[src/rtl/cpu_pkg.sv]
// Shared CPU-side types for the memory responder and its RAM.
// Exports word_t, mem_resp_state_t and WORD_BYTES.
package cpu_pkg;

  typedef logic [15:0] word_t;

  typedef enum logic [1:0] {
    IDLE,
    RD_WAIT,
    RESP
  } mem_resp_state_t;

  localparam int WORD_BYTES = 2;

endpackage

[src/rtl/mem_resp_ram.sv]
// Single-port synchronous RAM, DEPTH x 16, read-first.
// Ports: clk, i_we, i_addr (word index), i_din, o_dout (registered).
module mem_resp_ram
  import cpu_pkg::*;
#(
  parameter int DEPTH = 256,
  parameter int AW    = $clog2(DEPTH)
) (
  input  logic          clk,
  input  logic          i_we,
  input  logic [AW-1:0] i_addr,
  input  word_t         i_din,
  output word_t         o_dout
);

  word_t r_mem [DEPTH];
  word_t r_dout;

  always_ff @(posedge clk) begin
    if (i_we) begin
      r_mem[i_addr] <= i_din;
    end
    r_dout <= r_mem[i_addr];
  end

  assign o_dout = r_dout;

endmodule

[src/rtl/mem_responder.sv]
// Memory-side target: 16-bit word RAM, byte addressing, read latency,
// waitrequest stall, error pulse on misaligned/out-of-range accesses.
// Ports: clk, reset (sync, high), i_mem_addr/rd/wr/wrdata,
//   o_mem_rddata/_valid, o_mem_waitrequest, o_err, i_switches, o_leds.
// Optional MMIO window (o_leds / i_switches): define MEM_RESP_MMIO_EN.
module mem_responder
  import cpu_pkg::*;
#(
  parameter int          DEPTH_WORDS = 256,
  parameter int          RD_LATENCY  = 2,
  parameter logic [15:0] MMIO_BASE   = 16'hFF00
) (
  input  logic        clk,
  input  logic        reset,
  input  logic [15:0] i_mem_addr,
  input  logic        i_mem_rd,
  input  logic        i_mem_wr,
  input  logic [15:0] i_mem_wrdata,
  output logic [15:0] o_mem_rddata,
  output logic        o_mem_rddata_valid,
  output logic        o_mem_waitrequest,
  output logic        o_err,
  input  logic [15:0] i_switches,
  output logic [15:0] o_leds
);

  localparam int AW = $clog2(DEPTH_WORDS);

  localparam logic [1:0] CNT_INIT =
    (RD_LATENCY > 1) ? 2'(RD_LATENCY - 2) : 2'd0;

  localparam logic [15:0] DEPTH_L = 16'(DEPTH_WORDS);

  typedef enum logic [1:0] {
    SRC_RAM,
    SRC_REG,
    SRC_OOR
  } src_t;

  mem_resp_state_t r_state;
  mem_resp_state_t w_next;

  logic [1:0]    r_cnt;
  logic [AW-1:0] r_idx;
  src_t          r_src;
  word_t         r_mmio_q;
  word_t         r_leds;
  logic          r_err;

  word_t         w_ram_dout;
  logic [AW-1:0] w_ram_idx;
  logic          w_ram_we;

  logic w_idle;
  logic w_wr_acc;
  logic w_rd_acc;
  logic w_misal;
  logic w_ram_hit;
  logic w_mmio;
  logic w_led_hit;
  logic w_sw_hit;
  logic w_in_ram;
  logic w_oor;
  logic w_err_nxt;

  // Address decode
  assign w_misal   = i_mem_addr[0];
  assign w_ram_hit = {1'b0, i_mem_addr[15:1]} < DEPTH_L;

`ifdef MEM_RESP_MMIO_EN
  localparam logic [15:0] SW_ADDR =
    MMIO_BASE + 16'(WORD_BYTES);

  assign w_mmio    = i_mem_addr >= MMIO_BASE;
  assign w_led_hit = w_mmio &&
    (i_mem_addr[15:1] == MMIO_BASE[15:1]);
  assign w_sw_hit  = w_mmio &&
    (i_mem_addr[15:1] == SW_ADDR[15:1]);
`else
  logic w_unused_sw;
  assign w_unused_sw = ^i_switches;
  assign w_mmio      = 1'b0;
  assign w_led_hit   = 1'b0;
  assign w_sw_hit    = 1'b0;
`endif

  assign w_in_ram = w_ram_hit && !w_mmio;
  assign w_oor    = !w_in_ram && !w_led_hit && !w_sw_hit;

  // Handshake
  assign w_idle   = (r_state == IDLE);
  assign w_wr_acc = w_idle && i_mem_wr;
  assign w_rd_acc = w_idle && i_mem_rd && !i_mem_wr;

  // Out-of-range reads flag alongside valid instead.
  assign w_err_nxt = w_idle && (i_mem_rd || i_mem_wr) &&
    (w_misal || (i_mem_rd && i_mem_wr) || (i_mem_wr && w_oor));

  // RAM port: live address when idle so a latency-1 read
  // has data in RESP; latched index while a read is pending.
  assign w_ram_we  = w_wr_acc && w_in_ram;
  assign w_ram_idx = w_idle ? i_mem_addr[AW:1] : r_idx;

  mem_resp_ram #(
    .DEPTH (DEPTH_WORDS),
    .AW    (AW)
  ) u_ram (
    .clk    (clk),
    .i_we   (w_ram_we),
    .i_addr (w_ram_idx),
    .i_din  (i_mem_wrdata),
    .o_dout (w_ram_dout)
  );

  // State register
  always_ff @(posedge clk) begin
    if (reset) begin
      r_state <= IDLE;
    end else begin
      r_state <= w_next;
    end
  end

  // Request bookkeeping
  always_ff @(posedge clk) begin
    if (reset) begin
      r_cnt    <= 2'd0;
      r_idx    <= '0;
      r_src    <= SRC_RAM;
      r_mmio_q <= '0;
      r_leds   <= '0;
      r_err    <= 1'b0;
    end else begin
      r_err <= w_err_nxt;
      if (r_state == RD_WAIT) begin
        r_cnt <= r_cnt - 2'd1;
      end
      if (w_rd_acc) begin
        r_cnt <= CNT_INIT;
        r_idx <= i_mem_addr[AW:1];
        unique case (1'b1)
          w_in_ram:              r_src <= SRC_RAM;
          (w_led_hit | w_sw_hit): r_src <= SRC_REG;
          default:               r_src <= SRC_OOR;
        endcase
`ifdef MEM_RESP_MMIO_EN
        r_mmio_q <= w_led_hit ? r_leds : i_switches;
`endif
      end
`ifdef MEM_RESP_MMIO_EN
      if (w_wr_acc && w_led_hit) begin
        r_leds <= i_mem_wrdata;
      end
`endif
    end
  end

  // Next state
  always_comb begin
    w_next = r_state;
    unique case (r_state)
      IDLE: begin
        if (w_rd_acc) begin
          w_next = (RD_LATENCY == 1) ? RESP : RD_WAIT;
        end
      end
      RD_WAIT: begin
        if (r_cnt == 2'd0) begin
          w_next = RESP;
        end
      end
      RESP:    w_next = IDLE;
      default: w_next = IDLE;
    endcase
  end

  // Outputs
  always_comb begin
    o_mem_waitrequest  = 1'b0;
    o_mem_rddata_valid = 1'b0;
    o_mem_rddata       = '0;
    o_err              = r_err;
    unique case (r_state)
      IDLE: ;
      RD_WAIT: o_mem_waitrequest = 1'b1;
      RESP: begin
        o_mem_waitrequest  = 1'b1;
        o_mem_rddata_valid = 1'b1;
        unique case (r_src)
          SRC_RAM: o_mem_rddata = w_ram_dout;
          SRC_REG: o_mem_rddata = r_mmio_q;
          default: o_err        = 1'b1;
        endcase
      end
      default: ;
    endcase
  end

  assign o_leds = r_leds;

endmodule

[config.mk]
export PLATFORM = sky130hd
export DESIGN_NAME = mem_responder
export DESIGN_NICKNAME = d
export VERILOG_FILES = /design/src/rtl/cpu_pkg.sv /design/src/rtl/mem_resp_ram.sv /design/src/rtl/mem_responder.sv
export SDC_FILE = /design/constraint.sdc
export NUM_CORES = 2
export LEC_CHECK = 0
export BUFFER_PORTS_ARGS = -buffer_cell sky130_fd_sc_hd__buf_4
export CORE_MARGIN = 5
export CORE_UTILIZATION = 36
export DETAILED_ROUTE_END_ITERATION = 7
export GPL_ROUTABILITY_DRIVEN = 1
export PLACE_DENSITY = 0.48
export SETUP_SLACK_MARGIN = 0.5
export SLEW_MARGIN = 40
export SYNTH_ARGS = -nofsm -noshare
export SYNTH_HDL_FRONTEND = slang
export SYNTH_SLANG_ARGS = --single-unit
[constraint.sdc]
create_clock -name clk -period 5 [get_ports clk]
set_input_delay 0.5 -clock clk [delete_from_list [all_inputs] [get_ports clk]]
set_output_delay 0.5 -clock clk [all_outputs]
set_load 0.05 [all_outputs]
==> metrics.md <==
| Metric | Value |
|---|---|
| WP data arrival | 5.26 ns |
| # clock sinks | 4126 |
| Peak supply drop | 0.350 mV |
| Crit end category | flop |
| Most common flop cell mapped by yosys | edfxtp_1 |
| Final hold slack | 0.127 ns |
| DR vias/cell | 5.33 |
| Reg2reg start | r_state[1] |
| Rel. slew slack | 37.1% |
| Max-cap violations | 0 |
| Critical path fanouts, max | 80 |
| Die height | 673 um |
| Yosys reg bits | 4126 |
| Layout area overhead | 16.8% |
| Routed WL | between 400 and 500 mm |
| Cell Rows | 243 |
| Syn Std Cell Area | about 0.16 mm2 |
| Min cycle time layout | 4.46 ns |
| Least-Margin Pin Slew | 0.943 ns |
| H-tree lvl count | 5 |
| Synthesized instance count | 8490 |
| Share of layout cells above drive strength 1 | between 10% and 20% |
| Setup slack, reg-to-reg | 0.54 ns |
| Clk buf depth | 4 |
| Detailed placement HPWL | 269 mm |
| Fin area | 0.185 mm2 |
| Pre-CTS worst setup slack | approximately 0.22 ns |
| ANT nets after route | 0 |
| Yosys Warn Count | 0 |
| Initial antenna violation count | 25 |
| DRC viols | 0 |
| Worst-path clk slew | 0.06 ns |
| First-pass GRT wire length | 622 mm |
| Core area | 0.438 mm2 |
| Crit start category | flop |
| Mapped Avg Cell Area | roughly 19 um2 |
| Die width | between 600 and 700 um |
| DRT iter0 DRCs | roughly 7200 |
| Max Transition Viols Final | 0 |
| Initial core utilization | between 30% and 40% |
| Hold Path Class | input port to flop |
| Hold Path Origin | i_mem_addr[12] |
| Crit. Startpoint | r_state[1] |
| Vias | 81924 |
| GP Congestion | ~0.8 |
| Setup ws final | 0.543 ns |
| Number of enable flip-flop cells after synthesis | 4096 |
| Final #Nets | 9280 |
| Root Buffer | clkbuf_16 |
| Vias in the first global route | about 81000 |
| Register area share after synthesis | approximately four fifths |
| Setup TNS | 0 ns |
| CTS tree | done |
| Avg WL per Cell | between 20 and 30 um |
| CP Data Required Time | 5.81 ns |
| Final hold vios | 0 |
| Fill cells | 38482 |
| Buffers on Ports | 54 |
| Final Cycle Share | 89.1% |
| Power per standard cell area | just over 400 mW/mm2 |
| Leak | roughly 0.064 uW |
| Setup Crit Path Kind | flop to flop |
| Achievable frequency | between 200 and 250 MHz |
| RSZ-0062 raised after global routing | true |
| Fin Clk Skew | 0.0846 ns |
| Cts bufs inserted | 440 |
| DIE AREA | 0.453 mm2 |
| Ports | 87 |
| Total GRT Usage | 19.1% |
| Dpl cell area | 0.170 mm2 |
| Asr flop ratio synth | 0% |
| GR Overflow Total | 0 |
| Status | finished, final reports clean |
| Largest net degree at the start of global routing | 133 |
| Unique cell type count in the Yosys netlist | 51 |
| Clk Latency, worst-skew pair | 1.00 ns |
| Final setup fails | 0 |
| TritonRoute pass-1 iters | 6 |
-- flip-flops by register name, summed over array words and instances, names as in the netlist --
register / cells
r_src: 1
u_ram.o_dout: 16
u_ram.r_mem: 4096
r_idx: 8
r_state: 2
r_err: 1
r_cnt: 2
-- cells in the final DEF (no fill, tap or decap), types with 8 or more instances in the layout --
cell type / instances
clkinv_8: 8
o22ai_1: 1025
nand4_1: 17
clkinvlp_4: 8
conb_1: 16
buf_8: 17
clkinv_1: 113
clkinv_2: 73
buf_12: 87
diode_2: 10
buf_6: 8
clkbuf_16: 446
nand2_1: 36
o41ai_1: 216
and2_1: 16
inv_6: 12
bufinv_16: 32
nor2_1: 240
edfxtp_1: 4096
nand3_2: 16
mux2i_1: 2048
o41ai_2: 40
buf_4: 666
a21oi_1: 11
buf_16: 8
a41oi_1: 43
o21ai_4: 8
nor2_2: 25
clkbuf_1: 104
dfxtp_1: 30
dlygate4sd3_1: 30
a2111o_1: 16
inv_1: 9
-- path summary, 6_finish.rpt --
check             depth (start not counted)                to
setup / recovery                         10  u_ram.o_dout[14]
hold / removal                            3             r_err
setup reg to reg                         10  u_ram.o_dout[14]
hold reg to reg                           2          r_idx[7]
-- cell type report --
type / count / area, um2 / share of cell area [%]
flip-flops and latches: 4126 / 124000 / 66.9
diodes: 10 / 25.0 / 0.0135
clock inverters: 253 / 2180 / 1.18
inverters: 9 / 33.8 / 0.0183
clock buffers: 557 / 11600 / 6.30
well taps: 5757 / 7200 / 3.90
repair buffers: 817 / 7640 / 4.13
multi-input cells: 3829 / 32400 / 17.6
-- Yosys cell counts, types with 16 or more instances --
library cell / number / area share [%]
a2111o_1: 16 / 0.11
a41oi_1: 48 / 0.27
and2_1: 16 / 0.063
buf_2: 299 / 0.95
buf_4: 35 / 0.17
clkbuf_1: 168 / 0.40
dfxtp_1: 30 / 0.38
edfxtp_1: 4096 / 78
mux2i_1: 2050 / 13
nand2_1: 36 / 0.085
nand3_1: 17 / 0.054
nand4_1: 17 / 0.067
nor2_1: 265 / 0.63
o22ai_1: 1027 / 4.1
o41ai_1: 246 / 1.4
-- cells by family after synthesis --
logic type | after synthesis | share of synthesized area (%)
and+or+nand+nor | 375 | 1.01
muxes | 2052 | 13.0
AOI/OAI and AO/OA | 1380 | 6.05
DFF | 4126 | 78.2
buffers and inverters | 550 | 1.76
adders and majority gates | 5 | 0.0396
xor gates and xnor gates | 1 | 0.00554
other | 1 | 0.00237
-- layer usage --
layer	track usage, %	up-vias	share of wire (%)
met1	26.6	42918	44
met5	0	-	0.0090
met4	4.77	6	2.6
met2	31.6	2096	48
met3	2.60	550	5.1
li1	-	36354	-
-- repair_timing --
action                                 in CTS  in global routing
hold buffers                               27                  3
cloned                                      1                  0
pin swaps                                   0                  0
endpoints found under the hold margin     290                 60
resized for setup                          15                  5
setup buffers                               0                  0
setup endpoints to repair                  10                 13
-- power breakdown --
part	internal, uW	switching, uW
Clock	18100	13100
Sequential	38100	24.8
Combinational	2140	4040
-- worst max-delay path, stage by stage, from the launching register on --
cell and delay [ns]:
dfxtp_1 0.32, inv_1 0.12, ha_2 0.32, buf_4 0.31
mux2_2 0.49, o21ai_4 0.13, buf_12 0.35, o22ai_1 0.24
o41ai_1 0.68, nand4_1 0.55, a2111o_1 0.55
-- per-stage QoR --
stage | util [%] | cells | total power, uW
2_1_floorplan | - | 8505 | 42100
3_3_place_gp | 38.9 | 14499 | 44900
3_5_place_dp | 38.9 | 14502 | 45000
4_1_cts | 42.1 | 15340 | 76300
5_1_grt | 42.2 | 15349 | 78000
6_report | 42.2 | 15358 | 75500
Power figures use the tool's default switching activity.
